## src/rtl/ppc_diff.sv

```systemverilog
// Two-stage stream stage that inverts a lane-wise prefix sum by adjacent differencing.
// Sideband words ride alongside each vector; a single advance signal stalls both stages together.
module ppc_diff #(
  parameter int unsigned N  = 32,
  parameter int unsigned W  = 8,
  parameter int unsigned TW = 32
) (
  input  logic                clk_i,
  input  logic                rst_ni,
  input  logic                in_valid_i,
  output logic                in_ready_o,
  input  logic [N-1:0][W-1:0] y_i,
  input  logic [TW-1:0]       a_i,
  input  logic [TW-1:0]       b_i,
  output logic                out_valid_o,
  input  logic                out_ready_i,
  output logic [N-1:0][W-1:0] x_o,
  output logic [TW-1:0]       c_o,
  output logic [TW-1:0]       d_o,
  output logic [15:0]         vec_cnt_o
);

  logic                s1_valid_q, s1_valid_d;
  logic [N-1:0][W-1:0] s1_y_q, s1_y_d;
  logic [TW-1:0]       s1_a_q, s1_a_d;
  logic [TW-1:0]       s1_b_q, s1_b_d;

  logic                s2_valid_q, s2_valid_d;
  logic [N-1:0][W-1:0] s2_x_q, s2_x_d;
  logic [TW-1:0]       s2_c_q, s2_c_d;
  logic [TW-1:0]       s2_sd_q, s2_sd_d;

  logic [15:0]         vec_cnt_q, vec_cnt_d;

  logic                advance;
  logic [N-1:0][W-1:0] diff;

  assign advance = !s2_valid_q || out_ready_i;

  // Borrow is intentionally discarded: the prefix sum itself wraps modulo 2^W.
  always_comb begin
    diff    = '0;
    diff[0] = s1_y_q[0];
    for (int unsigned i = 1; i < N; i++) begin
      diff[i] = s1_y_q[i] - s1_y_q[i-1];
    end
  end

  always_comb begin
    s1_valid_d = s1_valid_q;
    s1_y_d     = s1_y_q;
    s1_a_d     = s1_a_q;
    s1_b_d     = s1_b_q;
    s2_valid_d = s2_valid_q;
    s2_x_d     = s2_x_q;
    s2_c_d     = s2_c_q;
    s2_sd_d    = s2_sd_q;
    vec_cnt_d  = vec_cnt_q;

    if (advance) begin
      s1_valid_d = in_valid_i;
      if (in_valid_i) begin
        s1_y_d = y_i;
        s1_a_d = a_i;
        s1_b_d = b_i;
      end
      s2_valid_d = s1_valid_q;
      if (s1_valid_q) begin
        s2_x_d  = diff;
        s2_c_d  = s1_a_q;
        s2_sd_d = s1_b_q;
      end
    end

    if (s2_valid_q && out_ready_i) begin
      vec_cnt_d = vec_cnt_q + 16'd1;
    end
  end

  always_ff @(posedge clk_i) begin
    if (!rst_ni) begin
      s1_valid_q <= 1'b0;
      s1_y_q     <= '0;
      s1_a_q     <= '0;
      s1_b_q     <= '0;
      s2_valid_q <= 1'b0;
      s2_x_q     <= '0;
      s2_c_q     <= '0;
      s2_sd_q    <= '0;
      vec_cnt_q  <= '0;
    end else begin
      s1_valid_q <= s1_valid_d;
      s1_y_q     <= s1_y_d;
      s1_a_q     <= s1_a_d;
      s1_b_q     <= s1_b_d;
      s2_valid_q <= s2_valid_d;
      s2_x_q     <= s2_x_d;
      s2_c_q     <= s2_c_d;
      s2_sd_q    <= s2_sd_d;
      vec_cnt_q  <= vec_cnt_d;
    end
  end

  assign in_ready_o  = advance;
  assign out_valid_o = s2_valid_q;
  assign x_o         = s2_x_q;
  assign c_o         = s2_c_q;
  assign d_o         = s2_sd_q;
  assign vec_cnt_o   = vec_cnt_q;

endmodule

```

## config.mk

```make
export PLATFORM = sky130hd
export DESIGN_NAME = ppc_diff
export DESIGN_NICKNAME = d
export VERILOG_FILES = /design/src/rtl/ppc_diff.sv
export SDC_FILE = /design/constraint.sdc
export NUM_CORES = 2
export LEC_CHECK = 0
export CAP_MARGIN = 10
export CORE_MARGIN = 2
export CORE_UTILIZATION = 40
export CTS_CLUSTER_DIAMETER = 60
export DETAILED_ROUTE_END_ITERATION = 8
export SYNTH_ARGS = -nofsm -noshare
export SYNTH_HDL_FRONTEND = slang
export SYNTH_SLANG_ARGS = --single-unit
```

## constraint.sdc

```tcl
create_clock -name clk_i -period 2.5 [get_ports clk_i]
set_input_delay 0.5 -clock clk_i [delete_from_list [all_inputs] [get_ports clk_i]]
set_output_delay 0.5 -clock clk_i [all_outputs]
set_load 0.05 [all_outputs]
```

Word-level counts from Yosys, hierarchy flattened
Cells that the tools add are included.
{"block": "totals", "output_inout_bits": 338, "elab_cells": 108, "ff_bits": 658}
{"block": "classes", "n_reduce_logical": 5, "n_addsub": 32}
{"op": "8-bit subtractor", "n": 31}
{"op": "16-bit by 1-bit adder with 16-bit output, second input constant", "n": 1}
{"op": "2-bit AND reduction", "n": 2}
{"op": "1-bit logical AND", "n": 1}
{"op": "1-bit zero test", "n": 1}
{"op": "1-bit logical OR", "n": 1}

Longest topological paths before layout
{"block": "logic_depth", "word_depth": 3, "mapped_depth": 9, "depth_no_buf": 8}

Worst setup path after synthesis
Ideal clock, no wire load.
{"block": "synth_timing", "path_kind": "reg-to-reg", "from": "register s2_valid_q (netlist: out_valid_o)", "to": "register s2_x_q (netlist bit x_o[22])", "setup_ns": 0.127, "period_less_slack_ns": 2.118, "stages_incl_launch_ff": 8, "n_path_buf": 2, "path_slack_ns": 0.382, "t_arrival_ns": 1.991, "cell_sequence": "dfxtp_1 > nor2b_4 > inv_2 > buf_2 > clkbuf_1 > a21oi_1 > a41oi_1 > nand3_1"}
{"block": "synth_via", "elab_chain_cells": 3}
{"item": "start, declared", "line": "28", "rtl": "logic s2_valid_q, s2_valid_d;"}
{"item": "start signal, assigned", "line": "96", "rtl": "s2_valid_q <= s2_valid_d;"}
{"item": "1-bit zero test", "line": "38", "rtl": "assign advance = !s2_valid_q || out_ready_i;"}
{"item": "1-bit logical OR", "line": "38"}
{"item": "net in_ready_o", "line": "11", "rtl": "output logic in_ready_o,"}
{"item": "2-bit AND reduction (no line)"}
{"item": "end signal, assigned", "line": "87", "rtl": "s2_x_q <= '0;"}
{"item": "end signal, assigned", "line": "97", "rtl": "s2_x_q <= s2_x_d;"}
{"item": "end, declared", "line": "29", "rtl": "logic [N-1:0][W-1:0] s2_x_q, s2_x_d;"}
The timed path passes the listed nets, and every way through them passes these cells.
A chain may end at the register's enable or synchronous reset.

Final worst setup path
{"block": "layout_timing", "from": "register s2_x_q (netlist bit x_o[29])", "to": "output port x_o[29] (netlist name)"}
{"item": "end, declared", "line": "17", "rtl": "output logic [N-1:0][W-1:0] x_o,"}
No word-level cell between the ends.

==> results.sh <==
export IMPL_yosysSeqAreaShare_pct=39.66
export IMPL_criticalPathCategory="register to output pin"
export IMPL_clock_path_buffers=3
export IMPL_cts_num_sinks=658
export IMPL_finalMaxSlewViolations=0
export IMPL_grt_pass1_vias=30280
export IMPL_dr_pass1_iters=5
export IMPL_vias=31490
export IMPL_synth_area_leaders="dfxtp_1 40%, nand2_1 11%, a21oi_1 10%"
export IMPL_die_w_um=292.2
export IMPL_gp_congestion=0.8938
export IMPL_synth_area_leader_cell="dfxtp_1"
export IMPL_viasPerCell=5.271
export IMPL_yosys_warnings=0
export IMPL_synth_cell_types=46
export IMPL_synth_top_family_by_area="compound AO/OA/AOI/OAI gates"
export IMPL_yosys_area_share_adder_pct=10.08
export IMPL_path_max_fanout=2
export IMPL_area_growth_pct=34.32
export IMPL_drc_errors=0
export IMPL_async_flop_share_pct=0
export IMPL_portBuffers=661
export IMPL_required_ns=2.00
export IMPL_fmax_mhz=411.1
export IMPL_end_kind="output pin"
export IMPL_placed_area_mm2=0.04179
export IMPL_critPathMaxStageDelay_ns=0.91
export IMPL_skew_ns=0.03532
export IMPL_initial_utilization_pct=40.45
export IMPL_ir_drop_uv=525.1
export IMPL_htreeDepth=3
export IMPL_wl_per_cell_um=18.88
export IMPL_maxSlewHeadroom_pct=46.55
export IMPL_cp_slowest_cell="clkdlybuf4s50_1"
export IMPL_syn_num_nets=4769
export IMPL_yosys_area_share_simple_pct=18.28
export IMPL_netlist_area_mm2=0.03321
export IMPL_hold_violations=0
export IMPL_row_count=105
export IMPL_finalCritPeriodShare_pct=97.30
export IMPL_cts_buffers_inserted=77
export IMPL_status="finished, final reports clean"
export IMPL_ant_nets=0
export IMPL_drive_gt1_share_pct=6.637
export IMPL_syn_inst=4196
export IMPL_power_mw=31.33
export IMPL_drtIter0Drc=1987
export IMPL_die_h_um=292.2
export IMPL_arrival_ns=1.93
export IMPL_rsz0062_at_grt="no"
export IMPL_post_cts_buffers=0
export IMPL_hold_path_class="primary input to register"
export IMPL_cp_top_family="buffers and inverters"
export IMPL_grt_pass1_wl_mm=173.6
export IMPL_start_kind="register"
export IMPL_yosys_most_used_dff="dfxtp_1"
export IMPL_fin_area_mm2=0.04461
export IMPL_nFillCells=7734
export IMPL_leakage_nw=17.92
export IMPL_clockRootBuffer="clkbuf_16"
export IMPL_io_pins=662
export IMPL_die_area_mm2=0.08536
export IMPL_cap_violations=0
export IMPL_synth_area_mux_share_pct=0.06027
export IMPL_ys_ff_latch=658
export IMPL_clock_latency_ns=0.65
export IMPL_synthXorXnorAreaFrac_pct=2.742
export IMPL_hpwl_mm=84.27
export IMPL_grt_max_degree=96
export IMPL_coreArea_mm2=0.08211
export IMPL_cts_tree="done"
export IMPL_fin_nets=5410
export IMPL_worstMarginPinSlew_ns=0.7816
export IMPL_antenna_found_initial=12
export IMPL_synth_top_area_share_pct=39.66
export IMPL_grt_overflow_total=0
export IMPL_setup_violations=0
export IMPL_ys_top_cells_by_count="979 x nand2_1, 666 x a21oi_1, 658 x dfxtp_1, 341 x inv_1, 218 x ha_1"
export IMPL_groute_usage_overall_pct=25.66
export IMPL_path_buf_inv=1
export IMPL_routed_wl_mm=112.8
export IMPL_period_minus_slack_ns=2.433
export IMPL_clk_pin_slew_ns=0.06
export IMPL_yosysMostFrequentCell="nand2_1"
export IMPL_synth_edff_count=0
export IMPL_rrSetupSlack_ns=0.27
export IMPL_power_density_mw_per_mm2=702.2
export IMPL_syn_area_per_cell_um2=7.916
export IMPL_synth_compound_area_share_pct=21.43
export IMPL_crit_chain="clkdlybuf4s50_1"
export IMPL_holdWs_ns=0.2294
[worst paths after layout]
| kind | start | end | cells after the start |
|---|---|---|---|
| worst max-delay path | x_o[29]$_SDFFE_PN0P_ | x_o[29] | 1 |
| worst min-delay path | rst_ni | x_o[62]$_SDFFE_PN0P_ | 3 |
| worst max register to register | s1_y_q[217]$_SDFFE_PN0P_ | x_o[231]$_SDFFE_PN0P_ | 6 |
| worst min register to register | s1_b_q[30]$_SDFFE_PN0P_ | d_o[30]$_SDFFE_PN0P_ | 2 |
[placed cells by master, fill, tap and decap left out, types with 11 or more instances in the layout]
master           count
o2111ai_1           62
nor2_1             144
o2111a_1            28
a211oi_2            21
a211oi_1            75
buf_12              55
a211o_1             31
o311ai_0            23
nand2_1            978
clkbuf_16           77
o21ai_0             98
nand3b_1            28
inv_1              341
clkdlybuf4s50_1    655
xor2_1              64
xnor2_1             40
a21oi_1            666
a2111oi_0           27
buf_4              105
and3_1              57
fa_1                31
clkbuf_1            12
a21o_1              34
nand3_1            137
ha_1               218
o31ai_1             28
a41oi_1             31
clkinv_2            12
or4_1               31
dfxtp_1            657
bufinv_16           11
nor3_1              32
clkbuf_8            14
[layout make-up]
| class | count | area, um^2 | area share [%] |
|---|---|---|---|
| clock buffers | 103 | 2165 | 4.852 |
| multi-input cells | 2939 | 17510 | 39.25 |
| clock inverters | 36 | 626.9 | 1.405 |
| repair buffers | 818 | 8482 | 19.01 |
| flip-flops and latches | 658 | 13170 | 29.53 |
| inverters | 343 | 1295 | 2.903 |
| diodes | 8 | 20.02 | 0.04487 |
| well taps | 1070 | 1339 | 3.001 |
[timing repair]
item	CTS	global route
endpoints found under the hold margin	0	0
resized for setup	1	3
pin swaps	0	0
setup endpoints to repair	1	2
hold buffers	0	0
[metrics by stage]
stage,cells,util (%),setup TNS [ns],setup WS [ns]
2_1_floorplan,4196,-,0,0.3821
3_3_place_gp,5828,50.90,0,0.01939
3_5_place_dp,5828,50.90,-0.1403,-0.04311
4_1_cts,5967,54.30,0,0.01055
5_1_grt,5973,54.33,0,0.01548
6_report,5975,54.33,0,0.06744
[kinds of logic (layout without fill, tap and decap cells)]
logic type,after synthesis,after routing
AND/OR/NAND/NOR,1439,1439
AO/OA/AOI/OAI,1145,1145
flip-flops,658,658
buffers and inverters,599,1300
adder cells (fa/ha/maj),249,249
XOR/XNOR,104,104
multiplexers,2,2
other,0,8
[sequential cells by signal, indices dropped and copies added (netlist names)]
name	cells
out_valid_o	1
c_o	32
x_o	256
s1_b_q	32
s1_a_q	32
s1_y_q	248
d_o	32
vec_cnt_o	16
diff	8
s1_valid_q	1
[layer usage]
layer  routed length [um]  up-vias  track usage [%]
li1                     -    15750                -
met1                48910    14760            32.83
met2                53880      820            43.26
met3                 6591      158            4.567
met4                 3390        6            9.140
met5                   35        -                0
[power breakdown]
group | internal [mW] | switching [mW] | leakage (nW) | total, mW
logic | 2.84 | 4.44 | 11.2 | 7.28
registers | 11.2 | 0.601 | 5.39 | 11.8
clock network | 7.35 | 4.92 | 1.37 | 12.3
total | 21.4 | 9.96 | 17.9 | 31.3
[tightest hold or removal path, cell delays in order]
cell and delay (ns):
buf_8 0.15, o2111ai_1 0.10, nand3_1 0.07
No activity file was read; power rests on OpenSTA's default activity.
